[config.mk]
export PLATFORM = sky130hd
export DESIGN_NAME = icache_direct_mapped_flat
export DESIGN_NICKNAME = d
export VERILOG_FILES = /design/src/rtl/icache_direct_mapped_pkg.sv /design/src/rtl/icache_direct_mapped_if.sv /design/src/rtl/icache_direct_mapped.sv /design/src/flat_wrapper.sv
export SDC_FILE = /design/constraint.sdc
export NUM_CORES = 1
export LEC_CHECK = 0
export CAP_MARGIN = 0
export CORE_AREA = 2 2 214 216
export CTS_CLUSTER_SIZE = 25
export DETAILED_ROUTE_END_ITERATION = 10
export DIE_AREA = 0 0 216 218
export PLACE_DENSITY = 0.85
export SLEW_MARGIN = 20
export SYNTH_ARGS = -nofsm -noshare
export SYNTH_HDL_FRONTEND = slang
export SYNTH_SLANG_ARGS = --single-unit
[constraint.sdc]
create_clock -name clk -period 16.2 [get_ports clk]
set_input_delay 3.24 -clock clk [delete_from_list [all_inputs] [get_ports clk]]
set_output_delay 3.24 -clock clk [all_outputs]
set_load 0.02 [all_outputs]
[src/rtl/icache_direct_mapped_pkg.sv]
// Shared constants and types for the direct-mapped instruction cache.
package icache_direct_mapped_pkg;

    // Default geometry of the cache and the fetch/memory address space.
    localparam int ICACHE_ADDR_W     = 32;
    localparam int ICACHE_INST_LEN   = 32;
    localparam int ICACHE_LINES      = 4;
    localparam int ICACHE_LINE_BYTES = 16;

    localparam int ICACHE_OFFSET_W = $clog2(ICACHE_LINE_BYTES);
    localparam int ICACHE_INDEX_W  = $clog2(ICACHE_LINES);
    localparam int ICACHE_TAG_W    = ICACHE_ADDR_W - ICACHE_OFFSET_W - ICACHE_INDEX_W;
    localparam int ICACHE_LINE_W   = ICACHE_LINE_BYTES * 8;

    typedef enum logic [1:0] {
        IDLE,
        REQ,
        WAIT
    } icache_state_t;

    typedef struct packed {
        logic                     valid;
        logic [ICACHE_TAG_W-1:0]  tag;
        logic [ICACHE_LINE_W-1:0] data;
    } icache_line_t;

    typedef struct packed {
        logic                     valid;
        logic [ICACHE_ADDR_W-1:0] addr;
    } icache_mem_req_t;

endpackage

[src/rtl/icache_direct_mapped_if.sv]
// Line-fill bus between the instruction cache (master) and main memory (slave):
// valid/ready request channel, valid-only response channel.
interface icache_direct_mapped_if
    import icache_direct_mapped_pkg::*;
#(
    parameter int ADDR_W     = ICACHE_ADDR_W,
    parameter int LINE_BYTES = ICACHE_LINE_BYTES
);
    logic                    mem_req_valid;
    logic [ADDR_W-1:0]       mem_req_addr;
    logic                    mem_req_ready;
    logic                    mem_rsp_valid;
    logic [LINE_BYTES*8-1:0] mem_rsp_data;

    modport master (
        output mem_req_valid,
        output mem_req_addr,
        input  mem_req_ready,
        input  mem_rsp_valid,
        input  mem_rsp_data
    );

    modport slave (
        input  mem_req_valid,
        input  mem_req_addr,
        output mem_req_ready,
        output mem_rsp_valid,
        output mem_rsp_data
    );
endinterface

[src/rtl/icache_direct_mapped.sv]
// Direct-mapped instruction cache in front of the fetch stage. Hits are
// answered combinationally; a miss stalls fetch and refills one whole line.
module icache_direct_mapped
    import icache_direct_mapped_pkg::*;
#(
    parameter int ADDR_W     = ICACHE_ADDR_W,
    parameter int INST_LEN   = ICACHE_INST_LEN,
    parameter int NUM_LINES  = ICACHE_LINES,
    parameter int LINE_BYTES = ICACHE_LINE_BYTES
) (
    input  logic                  clk,
    input  logic                  rst,
    input  logic                  fet_req_valid,
    input  logic [ADDR_W-1:0]     fet_addr,
    output logic [INST_LEN-1:0]   inst_out,
    output logic                  inst_valid,
    output logic                  stall_fet_out,
    input  logic                  invalidate,
    icache_direct_mapped_if.master mem
);

    localparam int OFFSET_W   = $clog2(LINE_BYTES);
    localparam int INDEX_W    = $clog2(NUM_LINES);
    localparam int TAG_W      = ADDR_W - OFFSET_W - INDEX_W;
    localparam int WORD_SEL_W = (OFFSET_W > 2) ? OFFSET_W - 2 : 1;

    // The line/request structs are sized from the package defaults.
    if (ADDR_W != ICACHE_ADDR_W || NUM_LINES != ICACHE_LINES ||
        LINE_BYTES != ICACHE_LINE_BYTES) begin : g_geometry_mismatch
        $error("icache_direct_mapped: geometry must match icache_direct_mapped_pkg");
    end

    icache_state_t     state_q, state_d;
    logic [ADDR_W-1:0] miss_addr_q, miss_addr_d;
    icache_line_t      lines_q [NUM_LINES];
    icache_line_t      lines_d [NUM_LINES];

    logic [INDEX_W-1:0]    fet_index, miss_index;
    logic [TAG_W-1:0]      fet_tag, miss_tag;
    logic [WORD_SEL_W-1:0] fet_word;
    logic                  hit;
    icache_mem_req_t       mem_req;

    // Split the fetch PC and the outstanding miss address; evaluate the lookup.
    always_comb begin
        fet_index  = fet_addr[OFFSET_W +: INDEX_W];
        fet_tag    = fet_addr[ADDR_W-1 -: TAG_W];
        fet_word   = WORD_SEL_W'(fet_addr[OFFSET_W-1:0] >> 2);
        miss_index = miss_addr_q[OFFSET_W +: INDEX_W];
        miss_tag   = miss_addr_q[ADDR_W-1 -: TAG_W];
        hit        = (state_q == IDLE) && fet_req_valid &&
                     lines_q[fet_index].valid && (lines_q[fet_index].tag == fet_tag);
    end

    // State, miss address and line storage; only control state and valid bits reset.
    always_ff @(posedge clk) begin
        // NOTE: non-blocking assignments make every flop sample pre-edge values, independent of statement order.
        if (!rst) begin
            state_q     <= IDLE;
            miss_addr_q <= '0;
            // NOTE: tag/data stay unreset; a cleared valid bit already hides them, so the arrays can map to plain RAM.
            for (int i = 0; i < NUM_LINES; i++) begin
                lines_q[i].valid <= 1'b0;
            end
        end else begin
            state_q     <= state_d;
            miss_addr_q <= miss_addr_d;
            lines_q     <= lines_d;
        end
    end

    // Next-state logic: latch the miss, track the request handshake, fill the line.
    always_comb begin
        // NOTE: every signal gets a default first so no path leaves it unassigned (no latch).
        state_d     = state_q;
        miss_addr_d = miss_addr_q;
        lines_d     = lines_q;
        unique case (state_q)
            IDLE: begin
                if (fet_req_valid && !hit) begin
                    state_d     = REQ;
                    miss_addr_d = fet_addr;
                end
            end
            REQ: begin
                if (mem.mem_req_ready) begin
                    state_d = WAIT;
                end
            end
            WAIT: begin
                if (mem.mem_rsp_valid) begin
                    state_d             = IDLE;
                    lines_d[miss_index] = {1'b1, miss_tag, mem.mem_rsp_data};
                end
            end
            default: state_d = IDLE;
        endcase
        // Applied after the fill so a coincident invalidate leaves the new line invalid.
        if (invalidate) begin
            for (int i = 0; i < NUM_LINES; i++) begin
                lines_d[i].valid = 1'b0;
            end
        end
    end

    // Outputs: hit data and stall towards fetch, line request towards memory.
    always_comb begin
        inst_valid    = hit;
        inst_out      = '0;
        stall_fet_out = 1'b0;
        mem_req       = '0;
        unique case (state_q)
            IDLE: begin
                stall_fet_out = fet_req_valid && !hit;
                if (hit) begin
                    inst_out = lines_q[fet_index].data[fet_word*INST_LEN +: INST_LEN];
                end
            end
            REQ: begin
                stall_fet_out = 1'b1;
                mem_req.valid = 1'b1;
                mem_req.addr  = miss_addr_q & ~ADDR_W'(LINE_BYTES - 1);
            end
            WAIT: begin
                stall_fet_out = 1'b1;
            end
            default: ;
        endcase
    end

    assign mem.mem_req_valid = mem_req.valid;
    assign mem.mem_req_addr  = mem_req.addr;

endmodule

[src/flat_wrapper.sv]
// flat-port wrapper written by rule: the top's interface ports become plain ports
module icache_direct_mapped_flat import icache_direct_mapped_pkg::*;
#(
    parameter int ADDR_W     = ICACHE_ADDR_W,
    parameter int INST_LEN   = ICACHE_INST_LEN,
    parameter int NUM_LINES  = ICACHE_LINES,
    parameter int LINE_BYTES = ICACHE_LINE_BYTES
)
  (clk, rst, fet_req_valid, fet_addr, inst_out, inst_valid, stall_fet_out, invalidate, mem_mem_req_valid, mem_mem_req_addr, mem_mem_req_ready, mem_mem_rsp_valid, mem_mem_rsp_data);
  icache_direct_mapped_if #(.ADDR_W(ADDR_W), .LINE_BYTES(LINE_BYTES)) mem_i ();
  input  logic clk;
  input  logic rst;
  input  logic fet_req_valid;
  input  logic [ADDR_W-1:0] fet_addr;
  output logic [INST_LEN-1:0] inst_out;
  output logic inst_valid;
  output logic stall_fet_out;
  input  logic invalidate;
  output wire logic [$bits(mem_i.mem_req_valid)-1:0] mem_mem_req_valid;
  output wire logic [$bits(mem_i.mem_req_addr)-1:0] mem_mem_req_addr;
  input wire logic [$bits(mem_i.mem_req_ready)-1:0] mem_mem_req_ready;
  input wire logic [$bits(mem_i.mem_rsp_valid)-1:0] mem_mem_rsp_valid;
  input wire logic [$bits(mem_i.mem_rsp_data)-1:0] mem_mem_rsp_data;
  assign mem_mem_req_valid = mem_i.mem_req_valid;
  assign mem_mem_req_addr = mem_i.mem_req_addr;
  assign mem_i.mem_req_ready = mem_mem_req_ready;
  assign mem_i.mem_rsp_valid = mem_mem_rsp_valid;
  assign mem_i.mem_rsp_data = mem_mem_rsp_data;
  icache_direct_mapped #(.ADDR_W(ADDR_W), .INST_LEN(INST_LEN), .NUM_LINES(NUM_LINES), .LINE_BYTES(LINE_BYTES)) u_core (.clk(clk), .rst(rst), .fet_req_valid(fet_req_valid), .fet_addr(fet_addr), .inst_out(inst_out), .inst_valid(inst_valid), .stall_fet_out(stall_fet_out), .invalidate(invalidate), .mem(mem_i));
endmodule
After elaboration in Yosys (flattened, before gate mapping). Index checks and enable logic that the tools add are counted.

Register bits: 654. Input port bits: 166. Output and inout bits: 67. Word-level logic and storage cells: 54.

$lt $le $gt $ge: 3. Eq/ne operators: 6. Shift-type cells: 1. Mux-type cells: 14. Bitwise gates (word level): 3. Reductions and logical operators: 13.

Operator list (count): 620-bit bitwise mux (1); 155-bit two-way mux (3); 155-bit binary-select mux with 2-bit select (1); 155-bit demux with 2-bit select (1); 128-bit by 8-bit variable part select with 32-bit output (1); 32-bit two-way mux (2); 33-bit two-way mux (1); 26-bit == test (1); 3-bit >= comparator (second input constant) (2); 2-bit two-way mux (3); 2-bit != test (second input constant) (3); 2-bit NOT with 3-bit output (2); 2-bit one-hot mux with 3 select lines (1); 3-bit AND reduction (2); 1-bit logical AND (5); 2-bit AND reduction (2); 2-bit OR reduction (2); 3-bit by 1-bit less-than comparator with 1-bit output (second input constant) (1); 2-bit by 1-bit == test with 1-bit output (second input constant) (1); 2-bit == test (second input constant) (1); 2-bit zero test (1); 1-bit one-hot mux with 2 select lines (1); 1-bit zero test (1); 1-bit NOT (1).

Logic depth before layout (Yosys ltp). Gate-level depths: netlist of run 1.

Depth after elaboration: 10. Mapped depth: 11. Mapped depth without buffers: 7.

Least setup slack after synthesis of run 1. No wires, ideal clock.

Path type: input to register. Start point: input rst. End point: register u_core.lines_q[0] in the netlist's numbering (enable). Library setup time: 857 ps. Data arrival time: 14297 ps. Required time: 15343 ps. Slack: 1046 ps. Stages on the path: 4. Path buffers: 2. Cell sequence: clkbuf_1 clkbuf_1 nand3_1 nor3_1.

Cells in the longest elaborated chain, start to end: 1.

Ends and longest elaborated chain: from (decl) (RTL line flat_wrapper.sv:12) `input logic rst;`; 3-bit AND reduction (no source line); to (signal assigned) (RTL line icache_direct_mapped.sv:68) `lines_q <= lines_d;`; to (decl) (RTL line icache_direct_mapped.sv:35) `icache_line_t lines_q [NUM_LINES];`.

Every way passes these cells. A chain may end at the register's enable or synchronous reset.

Worst setup path after layout of run 1.
Start point: input fet_addr[5]. End point: output inst_out[16].

Cells in the longest elaborated chain, start to end: 8. Elaborated cells between the ends (all ways): 10. Those cells by class: eq/ne (1); shift (1); mux (5); bitwise (1); reduce/logical (2).

Ends and longest elaborated chain: from (decl) (RTL line flat_wrapper.sv:14) `input logic [ADDR_W-1:0] fet_addr;`; 2-bit NOT with 3-bit output (not written as such) * (RTL line icache_direct_mapped.sv:52, icache_direct_mapped.sv:116); 155-bit binary-select mux with 2-bit select * (RTL line icache_direct_mapped.sv:52, icache_direct_mapped.sv:116); 155-bit two-way mux (not written as such) * (2 in a row) (RTL line icache_direct_mapped.sv:116) `inst_out = lines_q[fet_index].data[fet_word*INST_LEN +: INST_LEN];`; parallel branches: the longest is 2 deep, another holds 128-bit by 8-bit variable part select with 32-bit output; 32-bit two-way mux * (RTL line icache_direct_mapped.sv:115) `if (hit) begin`; 32-bit two-way mux * (RTL line icache_direct_mapped.sv:112) `unique case (state_q)`; to (decl) (RTL line flat_wrapper.sv:15) `output logic [INST_LEN-1:0] inst_out;`.

Mark *: on every way between the ends. The select of a mux whose other input is x is not followed.

==> insert_results.sql, run 1 <==
INSERT INTO impl_metrics (metric_group, metric, value, unit) VALUES
('die', 'die_y', '218', 'µm'),
('critical_path', 'setup.worst_path.start_class', 'primary input', ''),
('drt', 'wire_per_inst', '25.2', 'µm'),
('critical_path', 'max_stage_delay', '0.96', 'ns'),
('synth', 'synth.cell_area', '0.0251', 'mm²'),
('power', 'netSwitchingFraction', '19.9', '%'),
('critical_path', 'timing.critical_path.arrival', '8.49', 'ns'),
('synth', 'synth_warnings', '0', ''),
('drt', 'detail_route.drc_violations', '0', ''),
('layout', 'final_layout_size_suffix_gt1_share', '22.4', '%'),
('critical_path', 'critical_path.slowest_cell', 'buf_4', ''),
('die', 'die_width', '216', 'µm'),
('clocking', 'cts-hold-fix-buffers', '0', ''),
('sta', 'timing.clock.skew', '0.0148', 'ns'),
('grt', 'grt_pass1_vias', '12700', ''),
('layout', 'fin_nets', '1561', ''),
('power', 'p_per_area', '119', 'mW/mm²'),
('grt', 'grt_start_max_net_pins', '93', ''),
('grt', 'grt.total_usage', '22.3', '%'),
('sta', 'worst_slew_pin_slew', '1.11', 'ns'),
('critical_path', 'worstSetupEndpointType', 'output port', ''),
('job', 'max_cap_viol_count', '0', ''),
('synth', 'asyncSetResetFlopFracSynth', '0', '%'),
('synth', 'synth.ff_latch_count', '650', ''),
('placed_design', 'dp_hpwl', '29.7', 'mm'),
('placed_design', 'portBuffers', '226', ''),
('clocking', 'cts_buffers', '66', ''),
('clocking', 'clk_pin_slew', '0.05', 'ns'),
('critical_path', 'crit_path_max_fanout', '92', ''),
('grt', 'globalRoute.totalOverflow', '0', ''),
('die', 'io_pins', '233', ''),
('sta', 'timing.slew.headroom', '26.1', '%'),
('critical_path', 'required', '12.96', 'ns'),
('power', 'pwr-share-seq', '51.7', '%'),
('drt', 'via_count', '12100', ''),
('synth', 'post_synth_inst_count', '1140', ''),
('drt', 'drt_pre_antenna_iters', '4', ''),
('synth', 'post-synth-top-area-cell', 'edfxtp_1', ''),
('placed_design', 'gp_congestion', '0.801', ''),
('grt', 'grt_pass1_wl', '77.6', 'mm'),
('clocking', 'clock_tree_from_tritoncts', 'done', ''),
('clocking', 'cts.sinks', '650', ''),
('synth', 'sequential_element_share_of_the_synthesized_area', '76.3', '%'),
('clocking', 'clk_path_buf_depth', '3', ''),
('drt', 'first_iter_violations', '1080', ''),
('drt', 'antenna_left', '0', ''),
('sta', 'slew_violations', '0', ''),
('power', 'clock_power_share', '42.6', '%'),
('power', 'totalPowerFinal', '3.61', 'mW'),
('power', 'ir_worst_vdd', '0.0845', 'mV'),
('synth', 'synth-edff-count', '616', ''),
('power', 'net-switching-power', '720', 'µW'),
('clocking', 'worst_skew_pair.late_latency', '0.59', 'ns'),
('synth', 'post_synth_num_cell_types', '39', ''),
('outcome', 'status', 'finished, final reports clean', ''),
('power', 'p_leak', '9.61', 'nW'),
('power', 'p_comb_share', '5.7', '%'),
('clocking', 'clock_tree.root_cell', 'clkbuf_16', ''),
('die', 'placeableCoreArea', '0.0449', 'mm²'),
('clocking', 'cts_resized', '0', ''),
('die', 'placementRows', '78', ''),
('layout', 'fillers', '2775', ''),
('synth', 'synth_top_flop_cell', 'edfxtp_1', ''),
('sta', 'clock.fmax', '0.0852', 'GHz'),
('die', 'die_area', '0.0471', 'mm²'),
('synth', 'synth_area_per_cell', '22.1', 'µm²'),
('synth', 'yosys.cell_count.top_type', 'edfxtp_1', ''),
('clocking', 'h_tree_depth', '3', ''),
('grt', 'grt_antenna_before_repair', '11', ''),
('critical_path', 'timing.setup.critical_path_class', 'primary input to output port', ''),
('synth', 'synth_top_cell_area_share', '73.6', '%');
area by class of cell:
cell class	count	area (µm²)	area share (%)
clock inverter	32	422	1.39
inverter	11	41.3	0.136
clock buffer	89	1800	5.94
tap	600	751	2.48
sequential	650	19200	63.3
timing repair buffer	245	2400	7.94
multi-input combinational	417	5670	18.7
antenna	8	20.0	0.0661
layout by cell type (no fill, tap or decap), drive strengths merged, types with 9 or more instances in the layout:
master,n
a31o,28
edfxtp,616
nor2,35
nor2b,33
and2,26
xnor2,21
inv,15
mux2i,10
clkbuf,89
clkdlybuf4s50,221
mux4,182
buf,24
dfxtp,34
bufinv,9
clkinv,17
nand2,31
sequential cells by signal, summed over array words and instances (netlist names):
| signal | count |
|---|---|
| u_core.lines_q | 620 |
| u_core.miss_addr_q | 28 |
| u_core.state_q | 2 |
through the flow:
stage / utilization, % / setup WS [ns] / hold slack [ns] / area (µm²) / instances
after floorplan: - / 1.05 / 0.432 / 25200 / 1143
after global placement: 62.4 / 4.05 / 0.468 / 28000 / 1922
after detailed placement: 62.5 / 4.47 / 0.468 / 28000 / 1923
after CTS: 67.4 / 4.45 / 0.485 / 30300 / 2044
after global routing: 67.5 / 4.09 / 0.496 / 30300 / 2050
final: 67.5 / 4.47 / 0.490 / 30300 / 2052
cells by family after synthesis:
group / after synthesis / share of synthesized area (%)
XOR/XNOR: 24 / 0.836
other: 1 / 0.0149
flip-flops: 650 / 76.3
multiplexers: 193 / 16.7
AO/OA/AOI/OAI: 50 / 1.66
AND/OR/NAND/NOR: 142 / 2.89
buffers and inverters: 76 / 1.37
adder cells (fa/ha/maj): 4 / 0.199
final timing paths:
check	startpoint	end	slack (ns)	depth (start not counted)
worst min register to register	u_core.lines_q[464]$_SDFFE_PP0P_	u_core.lines_q[464]$_SDFFE_PP0P_	0.49	2
worst max register to register	u_core.state_q[0]$_SDFFE_PN0P_	u_core.lines_q[41]$_DFFE_PP_	12.60	6
worst min-delay path	u_core.lines_q[464]$_SDFFE_PP0P_	u_core.lines_q[464]$_SDFFE_PP0P_	0.49	2
worst max-delay path	fet_addr[5]	inst_out[16]	4.47	11
critical path: cells and delay by family:
family	cells	cell delay, ns
buf+inv	5	2.90
simple gates	3	1.32
compound gates	2	0.40
mux	1	0.35
power by group through the flow:
stage               combinational [mW]  clock [mW]  sequential, mW
finish                           0.206        1.54            1.87
global route                     0.220        1.63            1.87
CTS                              0.208        1.57            1.87
detailed placement               0.206           0            1.90
global placement                 0.200           0            1.90
floorplan                        0.116           0            1.90
layer usage:
layer  track usage (%)  vias to the layer above  wire length [µm]
met1              29.8                     6360             20500
met3              4.35                       89              3100
met2              36.7                      440             26600
li1                  -                     5244                 -
met5                 0                        -                26
met4              9.00                        4              1410
Note: power is estimated with default switching activity, not from simulation.
==> run 2, diff against run 1 <==
- CORE_AREA: 2 2 214 216 -> 2 2 223 225
- DIE_AREA: 0 0 216 218 -> 0 0 225 227
- PLACE_DENSITY: 0.85 -> 0.83
- clock period: 16.2 -> 9.75 ns (I/O delays scaled with it)
==> insert_results.sql, run 2 (synthesis gave the netlist of run 1 again) <==
INSERT INTO impl_metrics (metric_group, metric, value, unit) VALUES
('layout', 'final-seq-area', '0.0192', 'mm²'),
('drt', 'route.detailed.vias_per_inst', '5.83', ''),
('sta', 'slew_violations', '0', ''),
('outcome', 'status', 'finished, final reports clean', ''),
('clocking', 'worst_skew_pair.late_latency', '0.60', 'ns'),
('drt', 'wire_per_inst', '24.4', 'µm'),
('layout', 'largest_register_ffs', '620', ''),
('grt', 'grt.total_usage', '20.0', '%'),
('layout', 'largestRegisters', 'u_core.lines_q x620, u_core.miss_addr_q x28, u_core.state_q x2', ''),
('critical_path', 'timing.critical_path.arrival', '5.70', 'ns'),
('sta', 'clock.fmax', '0.131', 'GHz'),
('sta', 'timing.clock.skew', '0.0208', 'ns'),
('power', 'p_comb_share', '5.7', '%'),
('grt', 'grt_start_max_net_pins', '95', ''),
('die', 'die_y', '227', 'µm'),
('placed_design', 'gp_congestion', '0.743', ''),
('placed_design', 'postPlaceCellArea', '0.0281', 'mm²'),
('layout', 'flow.area_growth_from_synthesis', '20.2', '%'),
('critical_path', 'setup.worst_path.start_class', 'primary input', ''),
('clocking', 'clock_tree_from_tritoncts', 'done', ''),
('power', 'p_per_area', '196', 'mW/mm²'),
('critical_path', 'rrSetupSlack', '6.72', 'ns'),
('clocking', 'cts_buffers', '67', ''),
('sta', 'setup_viol', '0', ''),
('clocking', 'h_tree_depth', '3', ''),
('power', 'pwr-share-seq', '52.3', '%'),
('die', 'placementRows', '81', ''),
('power', 'ir_worst_vdd', '0.201', 'mV'),
('sta', 'worst_slew_pin_slew', '1.09', 'ns'),
('layout', 'fin_nets', '1562', ''),
('layout', 'multiInputGateArea', '0.00567', 'mm²'),
('power', 'totalPowerFinal', '5.93', 'mW'),
('sta', 'timing.slew.headroom', '27.1', '%'),
('drt', 'via_count', '12100', ''),
('grt', 'grt_pass1_vias', '12700', ''),
('drt', 'antenna_left', '0', ''),
('drt', 'detail_route.wirelength', '50.5', 'mm'),
('power', 'p_leak', '9.57', 'nW'),
('critical_path', 'required', '7.80', 'ns'),
('sta', 'finalWorstPathRequiredPeriod', '7.65', 'ns'),
('clocking', 'clk_path_buf_depth', '3', ''),
('clocking', 'clock_tree.root_cell', 'clkbuf_16', ''),
('grt', 'grt_pass1_wl', '75.5', 'mm'),
('clocking', 'cts_resized', '0', ''),
('sta', 'setup-tns-final', '0', 'ns'),
('clocking', 'cts.repair_timing.setup_buffer_count', '0', ''),
('clocking', 'clk_pin_slew', '0.06', 'ns'),
('power', 'netSwitchingFraction', '20.2', '%'),
('clocking', 'cts-hold-fix-buffers', '0', ''),
('die', 'placeableCoreArea', '0.0485', 'mm²'),
('power', 'clock_power_share', '41.9', '%'),
('power', 'power_report.internal_total', '4.73', 'mW'),
('sta', 'rsz_0062_raised_after_global_routing', 'false', ''),
('die', 'die_area', '0.0511', 'mm²'),
('layout', 'layout.cells.most_common', 'edfxtp_1', ''),
('layout', 'registers.top_by_ff_count', 'u_core.lines_q', ''),
('layout', 'final_layout_size_suffix_gt1_share', '22.0', '%'),
('grt', 'grt_antenna_before_repair', '11', ''),
('layout', 'fillers', '3223', ''),
('layout', 'final_cell_area', '0.0302', 'mm²'),
('drt', 'detail_route.drc_violations', '0', ''),
('die', 'io_pins', '233', ''),
('job', 'max_cap_viol_count', '0', ''),
('critical_path', 'crit_path_max_fanout', '77', ''),
('grt', 'globalRoute.totalOverflow', '0', ''),
('critical_path', 'timing.setup.critical_path_class', 'primary input to output port', ''),
('worst_hold_path', 'worstHoldPathType', 'flop to flop', ''),
('sta', 'timing.final.hold_violations', '0', ''),
('drt', 'drt_pre_antenna_iters', '5', ''),
('placed_design', 'dp_hpwl', '28.1', 'mm'),
('drt', 'first_iter_violations', '966', ''),
('die', 'floorplan.initialDensity', '51.8', '%'),
('critical_path', 'worstSetupEndpointType', 'output port', ''),
('power', 'net-switching-power', '1.20', 'mW'),
('clocking', 'cts.sinks', '650', ''),
('layout', 'layout.cells.most_common_list', 'edfxtp_1, clkdlybuf4s50_1, mux4_2', ''),
('sta', 'finalCritPeriodShare', '78.5', '%'),
('die', 'die_width', '225', 'µm'),
('placed_design', 'portBuffers', '226', '');
## run 2: cell count changes in the layout (fill, tap and decap cells not counted), sizes merged
cell | before | now
diode | 8 | 5
clkbuf | 89 | 87
clkinv | 17 | 20
inv | 15 | 16
clkinvlp | 2 | 1
bufinv | 9 | 6
## run 2: worst paths after layout
path,from,to,cells after the start
setup / recovery,fet_addr[4],inst_out[8],9
hold reg to reg,u_core.lines_q[309]$_SDFFE_PP0P_,u_core.lines_q[309]$_SDFFE_PP0P_,2
hold / removal,u_core.lines_q[309]$_SDFFE_PP0P_,u_core.lines_q[309]$_SDFFE_PP0P_,2
setup reg to reg,u_core.state_q[0]$_SDFFE_PN0P_,u_core.lines_q[537]$_DFFE_PP_,6
## run 2: per-layer routing
metal	vias to the layer above	wire length, µm	track usage [%]
li1	5253	-	-
met1	6302	19800	25.4
met2	418	26200	33.9
met3	68	3390	4.83
met4	12	1080	7.37
met5	-	82	0
## run 2: metrics by stage
| step | cells | utilization (%) | worst slack, ns | hold WS [ns] |
|---|---|---|---|---|
| CTS | 2064 | 62.2 | 1.98 | 0.495 |
| floorplan | 1143 | - | -4.11 | 0.432 |
| global route | 2067 | 62.2 | 1.74 | 0.525 |
| detailed placement | 1945 | 57.8 | 2.04 | 0.476 |
| global placement | 1945 | 57.8 | 2.17 | 0.456 |
| finish | 2069 | 62.3 | 2.10 | 0.492 |
## run 2: area by class of cell
type | count | area share, %
multi-input cells | 417 | 18.8
well taps | 622 | 2.57
clock buffers | 87 | 5.97
inverters | 11 | 0.137
diodes | 5 | 0.0414
flip-flops and latches | 650 | 63.5
repair buffers | 245 | 7.94
clock inverters | 32 | 1.13
## run 2: worst max-delay path: stages
cell and delay (ns):
buf_8 0.66, mux4_2 0.61, xnor2_1 0.42, nand4_1 0.23
a2111oi_2 0.44, nand4_1 0.14, buf_4 0.34, nor2b_1 0.23
clkdlybuf4s50_1 0.62
## run 2: power groups by stage
stage | clock network (mW) | logic, mW | registers (mW)
after floorplan | 0 | 0.192 | 3.16
after global placement | 0 | 0.334 | 3.16
after detailed placement | 0 | 0.342 | 3.16
after CTS | 2.55 | 0.346 | 3.10
after global routing | 2.64 | 0.365 | 3.10
final | 2.49 | 0.341 | 3.10
==> variant (config.mk and constraints of run 2) <==
Re-encode `icache_state_t` (3 states) as one-hot, 3 bits wide.
--- a/src/rtl/icache_direct_mapped_pkg.sv
+++ b/src/rtl/icache_direct_mapped_pkg.sv
@@ -12,10 +12,10 @@
     localparam int ICACHE_TAG_W    = ICACHE_ADDR_W - ICACHE_OFFSET_W - ICACHE_INDEX_W;
     localparam int ICACHE_LINE_W   = ICACHE_LINE_BYTES * 8;
 
-    typedef enum logic [1:0] {
-        IDLE,
-        REQ,
-        WAIT
+    typedef enum logic [2:0] {
+        IDLE = 3'b001,
+        REQ  = 3'b010,
+        WAIT = 3'b100
     } icache_state_t;
 
     typedef struct packed {
Formal check against the unedited RTL: same outputs for any inputs over 4 cycles, from zero or initial values and one cycle with rst low; so few cycles prove little.
==> variant against run 2 <==
  * Power fell by 1.7%
  * First-iteration DRC count grew 32%
  * Register-to-register slack got worse by 0.51 ns
  * Worst setup slack worse by 0.39 ns
  * Sequential cell count is 1 higher
  * Area after synthesis up 2.9%
  * Wire length up 8.8%
  * Critical path depth grew 2
  * Cell area rose by 2.0%
  * Sequential power barely moved
  * Critical path type unchanged
  * Largest cell class unchanged
==> variant: results (changes against run 2) <==
| Metric | Value |
|---|---|
| Largest registers | `u_core.lines_q (620), u_core.miss_addr_q (28), u_core.state_q (3)` |
| WP data arrival | `6.09 ns (+0.39 ns)` |
| Nets | `1664 (+6.5%)` |
| WL/cell | `25.3 um (+3.4%)` |
| Fin Clk Skew | `0.0291 ns (+0.00826 ns)` |
| Placed cells | `2051 (+5.4%)` |
| Sequential share of the synthesized area | `0.742 (-0.0207)` |
| Pleak | `9.80 nW (+2.4%)` |
| Hold WS | `0.485 ns (-0.00717 ns)` |
| M3 GR Usage | `0.0560 (+0.00774)` |
| Pwr per Cell Area | `189 mW/mm^2 (-3.6%)` |
| Initial drt markers | `1271 (+32%)` |
| Post-synth top cells | `edfxtp_1, mux4_2, nand2_1, and2_1, clkbuf_1` |
| Vias in the first global route | `13800 (+8.4%)` |
| Switching Fraction | `0.207 (+0.00441)` |
| Global Route Usage Sum | `0.218 (+0.0177)` |
| Combinational Power Share | `0.052 (-0.005)` |
| Met2 wire len | `27600 um (+5.4%)` |
| DP Area | `0.0287 mm^2 (+2.4%)` |
| Dpl hpwl | `31200 um (+11%)` |
| Met1 Usage GRT | `0.288 (+0.0339)` |
| Mapped Cells | `1264 (+11%)` |
| M1 wire length | `21600 um (+9.1%)` |
| Initial antenna violation count | `14 (+3)` |
| Pre-CTS WS | `1.71 ns (-0.331 ns)` |
| Mux cell area share after synthesis | `0.163 (-0.00496)` |
| First-pass GRT wire length | `82600 um (+9.4%)` |
| Rel. slew slack | `0.271 (+0.000792)` |
| Fraction of the mapped netlist area in compound gates | `0.0224 (+0.00587)` |
| Highest-delay cell along the critical path | `buf_4` |
| Fin crit share | `0.825 (+0.0400)` |
| Status | `finished, final reports clean` |
variant: cell type report:
| class | count | area [um^2] |
|---|---|---|
| clock buffers | 86 | 1830 |
| diodes | 5 | 12.5 |
| fillers | 3148 | 17700 |
| inverters | 9 | 33.8 |
| multi-input cells | 521 | 6280 |
| repair buffers | 248 | 2440 |
| well taps | 622 | 778 |
| clock inverters | 34 | 254 |
| flip-flops and latches | 651 | 19200 |
variant: worst paths after layout:
check | from | to | depth (start not counted)
worst min-delay path | u_core.lines_q[619] | u_core.lines_q[619] | 2
worst max-delay path | fet_addr[5] | inst_out[30] | 11
worst min register to register | u_core.lines_q[619] | u_core.lines_q[619] | 2
worst max register to register | u_core.state_q[2] | u_core.lines_q[222] | 5
variant: worst reg2reg max path, stage by stage, from the launching register on:
cell and delay, ns:
dfxtp_1 0.44, nor4bb_1 0.60, nand2_1 0.28, nor3_2 0.23
buf_4 0.64, buf_4 0.90
